**src/rtl/addsub_pkg.sv**
```systemverilog
// Shared types and constants for the bit-serial add/subtract engine.
package addsub_pkg;

    typedef enum logic [1:0] {
        IDLE = 2'd0,
        RUN  = 2'd1,
        DONE = 2'd2
    } state_t;

    localparam logic MODE_ADD = 1'b0;
    localparam logic MODE_SUB = 1'b1;

endpackage

```
**src/rtl/addsub_bit_cell.sv**
```systemverilog
// One-bit add/subtract cell: B is conditionally inverted by m, carry-out is the majority.
module addsub_bit_cell (
    input  logic a,
    input  logic b,
    input  logic cin,
    input  logic m,
    output logic sum,
    output logic cout
);

    logic bx;

    assign bx   = b ^ m;
    assign sum  = a ^ bx ^ cin;
    assign cout = (a & bx) | (a & cin) | (bx & cin);

endmodule

```
**src/rtl/serial_addsub_engine.sv**
```systemverilog
// Bit-serial WIDTH-bit add/subtract engine, LSB first, with valid/ready handshakes on both sides.
// Define ADDSUB_SAT_EN to saturate the result on signed overflow.
module serial_addsub_engine
    import addsub_pkg::*;
#(
    parameter int WIDTH = 8
) (
    input  logic             clk,
    input  logic             rst_n,
    input  logic             start_valid,
    output logic             start_ready,
    input  logic [WIDTH-1:0] a_in,
    input  logic [WIDTH-1:0] b_in,
    input  logic             mode,
    output logic             res_valid,
    input  logic             res_ready,
    output logic [WIDTH-1:0] result,
    output logic             carry_borrow,
    output logic             overflow,
    output logic             busy
);

    localparam int CNT_W = $clog2(WIDTH);
    localparam logic [CNT_W-1:0] CNT_LAST = CNT_W'(WIDTH - 1);

    state_t           state, state_nxt;
    logic             accept, last;
    logic [CNT_W-1:0] cnt;
    logic [WIDTH-1:0] a_sh, b_sh, r_sh;
    logic             m_q, c_q;
    logic             sum, cout;
    logic [WIDTH-1:0] r_fin, r_out;
    logic             ovf;

`ifdef ADDSUB_SAT_EN
    localparam logic signed [WIDTH-1:0] SMAX = {1'b0, {(WIDTH-1){1'b1}}};
    localparam logic signed [WIDTH-1:0] SMIN = {1'b1, {(WIDTH-1){1'b0}}};

    logic a_msb_q;

    function automatic logic [WIDTH-1:0] sat_fn(input logic [WIDTH-1:0] r,
                                                input logic ov,
                                                input logic a_msb);
        logic signed [WIDTH-1:0] s;
        s = a_msb ? SMIN : SMAX;
        return ov ? s : r;
    endfunction
`endif

    addsub_bit_cell u_cell (
        .a    (a_sh[0]),
        .b    (b_sh[0]),
        .cin  (c_q),
        .m    (m_q),
        .sum  (sum),
        .cout (cout)
    );

    // Final word: the last sum bit lands in the MSB; carry into the MSB is still in c_q.
    assign r_fin = {sum, r_sh[WIDTH-1:1]};
    assign ovf   = c_q ^ cout;

`ifdef ADDSUB_SAT_EN
    assign r_out = sat_fn(r_fin, ovf, a_msb_q);
`else
    assign r_out = r_fin;
`endif

    always_comb begin
        state_nxt = state;
        accept    = 1'b0;
        last      = 1'b0;
        case (state)
            IDLE: begin
                if (start_valid) begin
                    accept    = 1'b1;
                    state_nxt = RUN;
                end
            end
            RUN: begin
                if (cnt == CNT_LAST) begin
                    last      = 1'b1;
                    state_nxt = DONE;
                end
            end
            DONE: begin
                if (res_ready) begin
                    state_nxt = IDLE;
                end
            end
            default: state_nxt = IDLE;
        endcase
    end

    // Control and output registers; handshake flags are registered from the next state.
    always_ff @(posedge clk or negedge rst_n) begin
        if (!rst_n) begin
            state        <= IDLE;
            start_ready  <= 1'b1;
            res_valid    <= 1'b0;
            busy         <= 1'b0;
            result       <= '0;
            carry_borrow <= 1'b0;
            overflow     <= 1'b0;
        end else begin
            state       <= state_nxt;
            start_ready <= (state_nxt == IDLE);
            res_valid   <= (state_nxt == DONE);
            busy        <= (state_nxt != IDLE);
            if (last) begin
                result       <= r_out;
                overflow     <= ovf;
                carry_borrow <= cout ^ (m_q == MODE_SUB);
            end
        end
    end

    // Serial datapath; fully reloaded on every accept, so it needs no reset.
    always_ff @(posedge clk) begin
        if (accept) begin
            a_sh <= a_in;
            b_sh <= b_in;
            m_q  <= mode;
            c_q  <= mode;
            cnt  <= '0;
`ifdef ADDSUB_SAT_EN
            a_msb_q <= a_in[WIDTH-1];
`endif
        end else if (state == RUN) begin
            r_sh <= r_fin;
            a_sh <= a_sh >> 1;
            b_sh <= b_sh >> 1;
            c_q  <= cout;
            cnt  <= cnt + CNT_W'(1);
        end
    end

endmodule

```
**config.mk**
```make
export PLATFORM = sky130hd
export DESIGN_NAME = serial_addsub_engine
export DESIGN_NICKNAME = d
export VERILOG_FILES = /design/src/rtl/addsub_pkg.sv /design/src/rtl/addsub_bit_cell.sv /design/src/rtl/serial_addsub_engine.sv
export SDC_FILE = /design/constraint.sdc
export NUM_CORES = 1
export LEC_CHECK = 0
export CORE_MARGIN = 2
export CORE_UTILIZATION = 50
export CTS_BUF_LIST = sky130_fd_sc_hd__clkbuf_8 sky130_fd_sc_hd__clkbuf_16
export DETAILED_ROUTE_END_ITERATION = 10
export GPL_TIMING_DRIVEN = 1
export PLACE_DENSITY = 0.76
export SETUP_SLACK_MARGIN = 0.3
export SYNTH_ARGS = -nofsm -noshare
export SYNTH_HDL_FRONTEND = slang
export SYNTH_SLANG_ARGS = --single-unit
```
**constraint.sdc**
```tcl
create_clock -name clk -period 1.75 [get_ports clk]
set_input_delay 0.35 -clock clk [delete_from_list [all_inputs] [get_ports clk]]
set_output_delay 0.35 -clock clk [all_outputs]
set_load 0.01 [all_outputs]
```
==> results.md, run 1 <==
- Status: finished, final reports clean
- Met2 Use GR: 28.3%
- Clock Latency Late Sink: 0.29 ns
- YS warnings: 0
- Mapped Nets: 121
- Area of the core: 3280 um2
- Seq cells post-synth: 43
- Design area: 2460 um2
- Gr usage total: 16.3%
- Maxcap violations: 0
- Cells on worst reg2reg path: 4
- Final setup vio count: 0
- Required time worst endpoint: 1.79 ns
- Reg2reg end: a_sh[3]$_DFFE_PP_
- Final period utilization: 88.1%
- TritonCTS Buffers: 5
- Total gr overflow: 0
- Crit Reg-Reg Startpoint: state[0]$_DFF_PN0_
- Vias post-DR: 994
- Post-synthesis cell type count: 21
- Slew @ Worst Pin: 0.233 ns
- Critical path peak fanout: 4
- First-pass GRT wire length: 4660 um
- Worst-case clock buffer depth: 2
- Min-delay worst type: primary input to asynchronous set/reset pin
- Fmax: 0.648 GHz
- Placed Instances: 180
- Port Buf Inserts: 33
- Top Ports: 34
- Post-Syn Instances: 97
- DR iter-0 viols: 43
- Worst setup path category: register to register
- Pwr Density: 1730 nW/um2
- Flop2flop setup slack: 0.21 ns
- Synth top area cells: edfxtp_1 (44%), dfrtp_1 (21%), mux2_2 (17%)
- CP Launch Point: state[0]$_DFF_PN0_
- RD Place Congestion: 0.687
- Slew margin rel.: 84.4%
- Reg clk slew, reported paths: 0.08 ns
- Setup WS pre-CTS: -0.0995 ns
- Vias in the first global route: 1007
- Layout cells sized above 1: 40.9%
- Root Buffer: clkbuf_8
- Peak VDD IR: 0.991 mV
- Post-CTS Hold Buffers: 0
- Area of the multi-input gates: 551 um2
- Fin crit period: 1.54 ns
- Pins over their slew limit: 0
- DR WL/cell: 15.4 um
- Critical path endpoint: a_sh[3]$_DFFE_PP_
- CTS tree: yes
- Area delta synth->final: 45.2%
- Placed Area: 2130 um2
- Most common cell after layout, fill and taps aside: edfxtp_1
- RSZ-0062 raised after global routing: true
- Met1 usage in global routing: 17.9%
- Chip Width: 62.2 um
- Largest net degree at the start of global routing: 18
- # DRC: 0
- Sequential area share after synthesis: 70.1%
- Hold Slack: 0.369 ns
- Chip Height: 62.2 um
- CP endpoint kind: register
- Leading area contributor after synthesis: edfxtp_1
- Busiest grt layer: met2
- Final ANT Viol Nets: 0
- Type of origin of the critical path: register
- Arrival time at the worst endpoint: 1.59 ns
- Post-DP HPWL: 1810 um
- Die area: 3870 um2
- Util after Layout: 74.9%
- Register area: 1190 um2
- Mapped Avg Cell Area: 17.5 um2
- Vias per std cell: 4.97
- Filler instances: 212
- Final non-filler cell total: 200
- Final Hold Viols: 0
- Met3 GRT Util: 5.43%
- Clock sink count: 43
- Final setup margin: 0.208 ns
- Final #Nets: 177
- Total Wirelength: 3080 um
- H-tree lvl count: 2
- Mapped Area: 1690 um2
- Max Clock Skew: 0.00345 ns
- Commonest non-fill, non-tap cells in the layout: edfxtp_1 (25), mux2_4 (19), clkdlybuf4s50_1 (19)
- Antenna diodes: 0
- Initial DRT Pass Iterations: 4
- Post-synth top area share: 44.3%
- Initial antenna violation count: 0
- Static leakage: 1.07 nW
- Cell Rows: 21
- Initial Util: 51.6%
==> critical path, cell delays in order, from the launching register on <==
cell and delay [ns]:
dfrtp_2 0.45, nor3b_4 0.26, buf_6 0.15, clkbuf_16 0.14, mux2_4 0.29
==> timing repair <==
item / in CTS / in global routing
resized for setup: 27 / 21
setup buffers: 5 / 4
gates cloned: 2 / 1
pin swaps: 0 / 2
endpoints found under the setup margin: 37 / 25
==> through the flow <==
stage	TNS, ns	power (mW)
after CTS	0	4.05
after global routing	0	4.50
after global placement	-1.11	3.17
after detailed placement	-1.25	3.27
final	0	4.26
after floorplan	0	2.65
==> registers in the layout, summed over array words and instances, names as in the netlist, 2 cells and up <==
signal	count
result	8
a_sh	8
cnt	3
state	2
b_sh	8
r_sh	7
==> layer usage <==
| layer | wire (um) | vias up |
|---|---|---|
| met5 | 0 | - |
| met4 | 45 | 0 |
| met1 | 1230 | 494 |
| met2 | 1620 | 36 |
| li1 | - | 460 |
| met3 | 182 | 4 |
==> logic make-up (layout without fill, tap and decap cells) <==
family | count (synthesis) | after routing | synth area share (%)
adder cells (fa/ha/maj) | 3 | 3 | 2.66
XOR/XNOR | 3 | 3 | 1.55
flip-flops | 43 | 43 | 70.1
AO/OA/AOI/OAI | 4 | 4 | 1.77
buffers and inverters | 8 | 65 | 2.88
multiplexers | 26 | 26 | 17.2
AND/OR/NAND/NOR | 10 | 10 | 3.84
==> worst min path at each step <==
stage	startpoint	depth (start not counted)	slack, ns	endpoint
global route	rst_n	2	0.39	result[4]$_DFFE_PN0P_
global placement	r_sh[7]$_DFFE_PP_	0	0.43	r_sh[6]$_DFFE_PP_
detailed placement	r_sh[6]$_DFFE_PP_	0	0.45	r_sh[5]$_DFFE_PP_
floorplan	rst_n	0	0.05	busy$_DFF_PN0_
CTS	rst_n	2	0.37	result[7]$_DFFE_PN0P_
finish	rst_n	2	0.37	result[0]$_DFFE_PN0P_
==> where the power goes <==
part	switching, mW	internal, mW	total [mW]	leakage (nW)
clock	0.323	0.418	0.741	0.0556
sequential	0.219	1.71	1.93	0.467
combinational	0.605	0.981	1.59	0.544
total	1.15	3.11	4.26	1.07
==> cell usage after synthesis, drive strengths merged <==
| library cell | count |
|---|---|
| nor3b | 1 |
| mux2 | 25 |
| nand3b | 1 |
| xnor2 | 3 |
| edfxtp | 25 |
| dfxtp | 3 |
| and2 | 3 |
| dfstp | 1 |
| ha | 2 |
| fa | 1 |
| nor2b | 1 |
| or3b | 1 |
| o21bai | 1 |
| a22o | 2 |
| a21oi | 1 |
| nand2 | 3 |
| mux2i | 1 |
| dfrtp | 14 |
| inv | 5 |
| buf | 3 |
==> area by class of cell <==
cell class | instances | share of cell area (%)
Inverter | 5 | 0.763
Clock inverter | 3 | 1.58
Multi-Input combinational cell | 46 | 22.4
Clock buffer | 5 | 2.80
Sequential cell | 43 | 48.5
Tap cell | 46 | 2.34
Timing Repair Buffer | 52 | 21.7
Power figures use the tool's default switching activity.
==> run 2: changes to the inputs <==
Settings changed: CORE_UTILIZATION 50 to 54, PLACE_DENSITY 0.76 to 0.81.
Clock period 1.75 ns to 2 ns, I/O delays scaled along.
==> results.md, run 2 (synthesis results as in run 1) <==
- Total Wirelength: 2390 um (was 3080 um)
- Critical path peak fanout: 18 (was 4)
- CTS tree: yes (unchanged)
- Pins over their slew limit: 0 (unchanged)
- Flop2flop setup slack: 0.43 ns (was 0.21 ns)
- Final ANT Viol Nets: 0 (unchanged)
- Antenna diodes: 0 (unchanged)
- Clock Latency Late Sink: 0.29 ns (about the same)
- CP max stage delay: 0.46 ns (was 0.45 ns)
- Chip Height: 60.0 um (was 62.2 um)
- DR iter-0 viols: 3 (was 43)
- Worst setup path category: primary input to register (was register to register)
- RSZ-0062 raised after global routing: false (was true)
- Final period utilization: 79.8%
- Slew @ Worst Pin: 0.668 ns (was 0.233 ns)
- Arrival time at the worst endpoint: 1.63 ns (was 1.59 ns)
- Vias in the first global route: 914 (was 1007)
- Die area: 3600 um2 (was 3870 um2)
- Port Buf Inserts: 33 (unchanged)
- Top Ports: 34 (unchanged)
- Vias post-DR: 908 (was 994)
- Clock sink count: 43 (unchanged)
- DR WL/cell: 12.9 um (was 15.4 um)
- Final Hold Viols: 0 (unchanged)
- Peak VDD IR: 0.831 mV (was 0.991 mV)
- Most common cell after layout, fill and taps aside: clkdlybuf4s50_1 (was edfxtp_1)
- Vias per std cell: 4.91 (was 4.97)
- Critical path's slowest cell: clkdlybuf4s50_1 (was dfrtp_2)
- Layout cells sized above 1: 28.4% (was 40.9%)
- Setup WS pre-CTS: 0.0967 ns (was -0.0995 ns)
- Cell Rows: 20 (was 21)
- CP endpoint kind: register (unchanged)
- Util after Layout: 72.2% (was 74.9%)
- H-tree lvl count: 2 (unchanged)
- Setup tns final: 0 ns (unchanged)
- First-pass GRT wire length: 3950 um (was 4660 um)
- Hold Slack: 0.451 ns (was 0.369 ns)
- # DRC: 0 (unchanged)
- Reg clk slew, reported paths: 0.07 ns (was 0.08 ns)
- Largest net degree at the start of global routing: 19 (was 18)
- Final setup margin: 0.403 ns (was 0.208 ns)
- Post-CTS Hold Buffers: 0 (unchanged)
- Placed Instances: 176 (was 180)
- Worst-case clock buffer depth: 2 (unchanged)
- Slew margin rel.: 55.3% (was 84.4%)
- Max Clock Skew: 0.0100 ns (was 0.00345 ns)
- Pwr Density: 1490 nW/um2 (was 1730 nW/um2)
- CP delay by family, top: buffers and inverters (was flip-flops)
- Area of the core: 3030 um2 (was 3280 um2)
- Required time worst endpoint: 2.04 ns (was 1.79 ns)
- Final setup vio count: 0 (unchanged)
- Post-DP HPWL: 1820 um (was 1810 um)
- Min-delay worst type: register to register (was primary input to asynchronous set/reset pin)
- RD Place Congestion: 0.667 (was 0.687)
- Root Buffer: clkbuf_8 (unchanged)
- Type of origin of the critical path: primary input (was register)
- Fin crit period: 1.60 ns
- Final non-filler cell total: 185 (was 200)
- Cell Chain, Critical Path: clkdlybuf4s50_1, nor3b_2, buf_12, mux2_2 (was nor3b_4, buf_6, clkbuf_16, mux2_4)
- Total gr overflow: 0 (unchanged)
- Commonest non-fill, non-tap cells in the layout: clkdlybuf4s50_1 (32), mux2_2 (25), edfxtp_1 (25) (was edfxtp_1 (25), mux2_4 (19), clkdlybuf4s50_1 (19))
- Regs by FF count: a_sh (8), b_sh (8), result (8) (unchanged)
- Status: finished, final reports clean (unchanged)
- Maxcap violations: 0 (unchanged)
- Static leakage: 0.884 nW (was 1.07 nW)
- Initial DRT Pass Iterations: 2 (was 4)
- Initial antenna violation count: 0 (unchanged)
- Chip Width: 60.0 um (was 62.2 um)
- Gr usage total: 15.7% (was 16.3%)
- Final #Nets: 164 (was 177)
- Area delta synth->final: 29.1% (was 45.2%)
- Initial Util: 56.0% (was 51.6%)
- TritonCTS Buffers: 5 (unchanged)
- Fmax: 0.626 GHz
- Critical path buffers and inverters: 2 (unchanged)
run 2: changes by cell type in the layout (fill, tap and decap cells not counted), sizes merged:
| cell | delta |
|---|---|
| inv | +1 |
| clkbuf | -1 |
| dlygate4sd2 | -13 |
| buf | -12 |
| clkdlybuf4s50 | +13 |
| bufinv | -1 |
run 2: worst reg2reg max path: stages (launching register included):
cell and delay (ns):
edfxtp_1 0.44, xnor2_1 0.17, fa_1 0.44, xnor2_1 0.16, mux2_2 0.26
run 2: final timing paths:
path                              startpoint                   end  depth (start not counted)
max                              start_valid     b_sh[5]$_DFFE_PP_                          4
min                        r_sh[5]$_DFFE_PP_     r_sh[4]$_DFFE_PP_                          0
max reg2reg                    m_q$_DFFE_PP_  overflow$_DFFE_PN0P_                          4
min reg2reg                r_sh[5]$_DFFE_PP_     r_sh[4]$_DFFE_PP_                          0
max in group asynchronous              rst_n        busy$_DFF_PN0_                          1
min in group asynchronous              rst_n    state[0]$_DFF_PN0_                          1
run 2: per-layer routing:
layer | GRT usage, % | up-vias | wire length, um
met2 | 25.8 | 31 | 1250
li1 | - | 434 | -
met4 | 7.62 | 0 | 54
met5 | 0 | - | 0
met3 | 6.71 | 6 | 157
met1 | 17.4 | 437 | 932
run 2: timing repair:
item                       in CTS  in global routing
setup endpoints to repair       1                 10
buffers inserted                0                  1
resized for setup               1                  0
run 2: power breakdown:
group	total (mW)	internal [mW]	switching [mW]
clock	0.494	0.234	0.260
sequential	1.66	1.49	0.171
combinational	1.10	0.663	0.440
total	3.26	2.39	0.871
run 2: final cells by class:
class	instances	area (um2)
Clock buffer	5	68.8
Clock inverter	3	12.5
Fill cell	197	841
Inverter	5	18.8
Multi-Input combinational cell	46	458
Sequential cell	43	1190
Tap cell	44	55.1
Timing Repair Buffer	39	387
run 2: through the flow:
step                power, mW  instance area [um2]
CTS                      3.31                 2180
finish                   3.26                 2190
global route             3.48                 2190
floorplan                2.31                 1690
detailed placement       2.81                 2100
global placement         2.73                 2100
==> run 3: changes to the inputs <==
Settings changed: CORE_UTILIZATION 54 to 45, PLACE_DENSITY 0.81 to 0.72.
Clock period 2 ns to 1.44 ns, I/O delays scaled along.
==> results.md, run 3 (synthesis results as in run 1) <==
- Status: finished with violations (was finished, final reports clean)
- Failing checks: setup timing
- Post-DP HPWL: 1980 um (was 1820 um)
- Final Hold Viols: 0 (unchanged)
- Total gr overflow: 0 (unchanged)
- Regs by FF count: a_sh (8), b_sh (8), result (8) (unchanged)
- Initial Util: 46.6% (was 56.0%)
- Vias per std cell: 4.75 (was 4.91)
- Hold Slack: 0.215 ns (was 0.451 ns)
- # DRC: 0 (unchanged)
- DR WL/cell: 15.7 um (was 12.9 um)
- Maxcap violations: 0 (unchanged)
- Slew @ Worst Pin: 0.320 ns (was 0.668 ns)
- Setup WS pre-CTS: -0.359 ns (was 0.0967 ns)
- Peak VDD IR: 1.01 mV (was 0.831 mV)
- Cell Rows: 22 (was 20)
- Fmax: 0.662 GHz
- Top Ports: 34 (unchanged)
- Setup tns final: -1.19 ns (was 0 ns)
- CP endpoint kind: register (unchanged)
- DR iter-0 viols: 17 (was 3)
- Layout cells sized above 1: 58.4% (was 28.4%)
- H-tree lvl count: 2 (unchanged)
- Post-CTS Hold Buffers: 0 (unchanged)
- Gr usage total: 17.5% (was 15.7%)
- Initial antenna violation count: 0 (unchanged)
- Cell Chain, Critical Path: buf_6, nand3b_1, buf_12, buf_8, mux2_4 (was clkdlybuf4s50_1, nor3b_2, buf_12, mux2_2)
- Cells on worst reg2reg path: 5 (was 4)
- Worst setup path category: register to register (was primary input to register)
- Critical path's slowest cell: dfrtp_2 (was clkdlybuf4s50_1)
- Root Buffer: clkbuf_8 (unchanged)
- Pwr Density: 2050 nW/um2 (was 1490 nW/um2)
- Final ANT Viol Nets: 0 (unchanged)
- Final setup margin: -0.0700 ns (was 0.403 ns)
- Antenna diodes: 0 (unchanged)
- Chip Width: 65.4 um (was 60.0 um)
- CP Launch Point: state[1]$_DFF_PN0_ (was start_valid)
- Top metal layer carrying routed signals: met4 (unchanged)
- Final #Nets: 196 (was 164)
- Largest net degree at the start of global routing: 13 (was 19)
- CP delay by family, top: flip-flops (was buffers and inverters)
- Clock power share: 13.1% (was 15.2%)
- Final period utilization: 105%
- Total Wirelength: 3460 um (was 2390 um)
- Clock Latency Late Sink: 0.30 ns (was 0.29 ns)
- First-pass GRT wire length: 5290 um (was 3950 um)
- Met3 wire len: 204 um (was 157 um)
- Reg2reg end: carry_borrow$_DFFE_PN0P_ (was overflow$_DFFE_PN0P_)
- Net Sw Power: 1.53 mW (was 871 uW)
- RD Place Congestion: 0.673 (was 0.667)
- Crit Reg-Reg Startpoint: state[1]$_DFF_PN0_ (was m_q$_DFFE_PP_)
- Max Clock Skew: 0.00578 ns (was 0.0100 ns)
- Flop2flop setup slack: -0.07 ns (was 0.43 ns)
- Vias post-DR: 1049 (was 908)
- Commonest non-fill, non-tap cells in the layout: edfxtp_1 (25), mux2_4 (20), clkdlybuf4s50_1 (19) (was clkdlybuf4s50_1 (32), mux2_2 (25), edfxtp_1 (25))
- Final setup vio count: 24 (was 0)
- Register area: 1190 um2 (about the same)
- Initial DRT Pass Iterations: 4 (was 2)
- Fin crit period: 1.51 ns
- Area delta synth->final: 56.0% (was 29.1%)
- Vias in the first global route: 1109 (was 914)
- Net Sw Frac: 28.3% (was 26.7%)
- Required time worst endpoint: 1.62 ns (was 2.04 ns)
- Arrival time at the worst endpoint: 1.69 ns (was 1.63 ns)
- Met2 WL: 1830 um (was 1250 um)
- Reg clk slew, reported paths: 0.08 ns (was 0.07 ns)
- Pins over their slew limit: 0 (unchanged)
- Filler instances: 262 (was 197)
- Clock sink count: 43 (unchanged)
- CTS tree: yes (unchanged)
- Chip Height: 65.4 um (was 60.0 um)
- TritonCTS Buffers: 5 (unchanged)
- Area of the core: 3630 um2 (was 3030 um2)
- Slew margin rel.: 78.6% (was 55.3%)
- CP max stage delay: 0.44 ns (was 0.46 ns)
- Most common cell after layout, fill and taps aside: edfxtp_1 (was clkdlybuf4s50_1)
- Gate power share: 43.1% (was 33.8%)
- Type of origin of the critical path: register (was primary input)
- RSZ-0062 raised after global routing: true (was false)
- Critical path buffers and inverters: 3 (was 2)
- Die area: 4270 um2 (was 3600 um2)
- Port Buf Inserts: 33 (unchanged)
- Critical path peak fanout: 4 (was 18)
- Worst-case clock buffer depth: 2 (unchanged)
- Internal power: 3.88 mW (was 2.39 mW)
- Met1 Wirelength: 1370 um (was 932 um)
- Static leakage: 1.17 nW (was 0.884 nW)
- Min-delay worst type: primary input to asynchronous set/reset pin (was register to register)
- Seq pwr share: 43.8% (was 51.0%)
- Area of the multi-input gates: 604 um2 (was 458 um2)
run 3: worst max path at each step:
stage,slack (ns),depth (start not counted),end
after floorplan,-0.02,4,result[7]$_DFFE_PN0P_
after global placement,-0.35,4,b_sh[0]$_DFFE_PP_
after detailed placement,-0.36,4,a_sh[0]$_DFFE_PP_
after CTS,-0.05,4,result[7]$_DFFE_PN0P_
after global routing,-0.12,6,carry_borrow$_DFFE_PN0P_
final,-0.07,5,carry_borrow$_DFFE_PN0P_
run 3: power by group through the flow:
stage | Sequential [mW] | Combinational (mW) | Clock, mW
after floorplan | 2.39 | 0.972 | 0
after global placement | 2.35 | 1.66 | 0
after detailed placement | 2.38 | 1.73 | 0
after CTS | 2.37 | 2.11 | 0.730
after global routing | 2.43 | 2.50 | 0.810
final | 2.37 | 2.33 | 0.712
run 3: final cells by class:
cell class / instances / share of cell area (%)
clock buffers: 5 / 2.60
clock inverters: 3 / 0.473
inverters: 5 / 0.900
multi-input cells: 46 / 22.9
flip-flops and latches: 43 / 45.1
well taps: 48 / 2.27
repair buffers: 69 / 25.4
repair inverters: 2 / 0.379
run 3: through the flow:
stage	cell area [um2]	power, mW	instances	util, %
floorplan	1760	3.36	97	-
global placement	2220	4.01	186	61.2
detailed placement	2220	4.11	186	61.2
CTS	2520	5.20	212	69.3
global route	2640	5.74	221	72.7
finish	2640	5.41	221	72.7
run 3: worst register-to-register path, cell delays in order, from the launching register on:
cell	delay, ns
dfrtp_2	0.44
buf_6	0.13
nand3b_1	0.23
buf_12	0.18
buf_8	0.12
mux2_4	0.30
run 3: what timing repair did:
action | CTS | global route
gates resized for setup | 88 | 13
pin swaps | 6 | 3
cloned | 3 | 1
endpoints found under the setup margin | 71 | 67
buffers inserted | 15 | 8
run 3: per-layer routing:
layer | up-vias | track usage [%]
li1 | 497 | -
met1 | 514 | 19.0
met2 | 31 | 30.2
met3 | 7 | 7.02
met4 | 0 | 7.29
met5 | - | 0
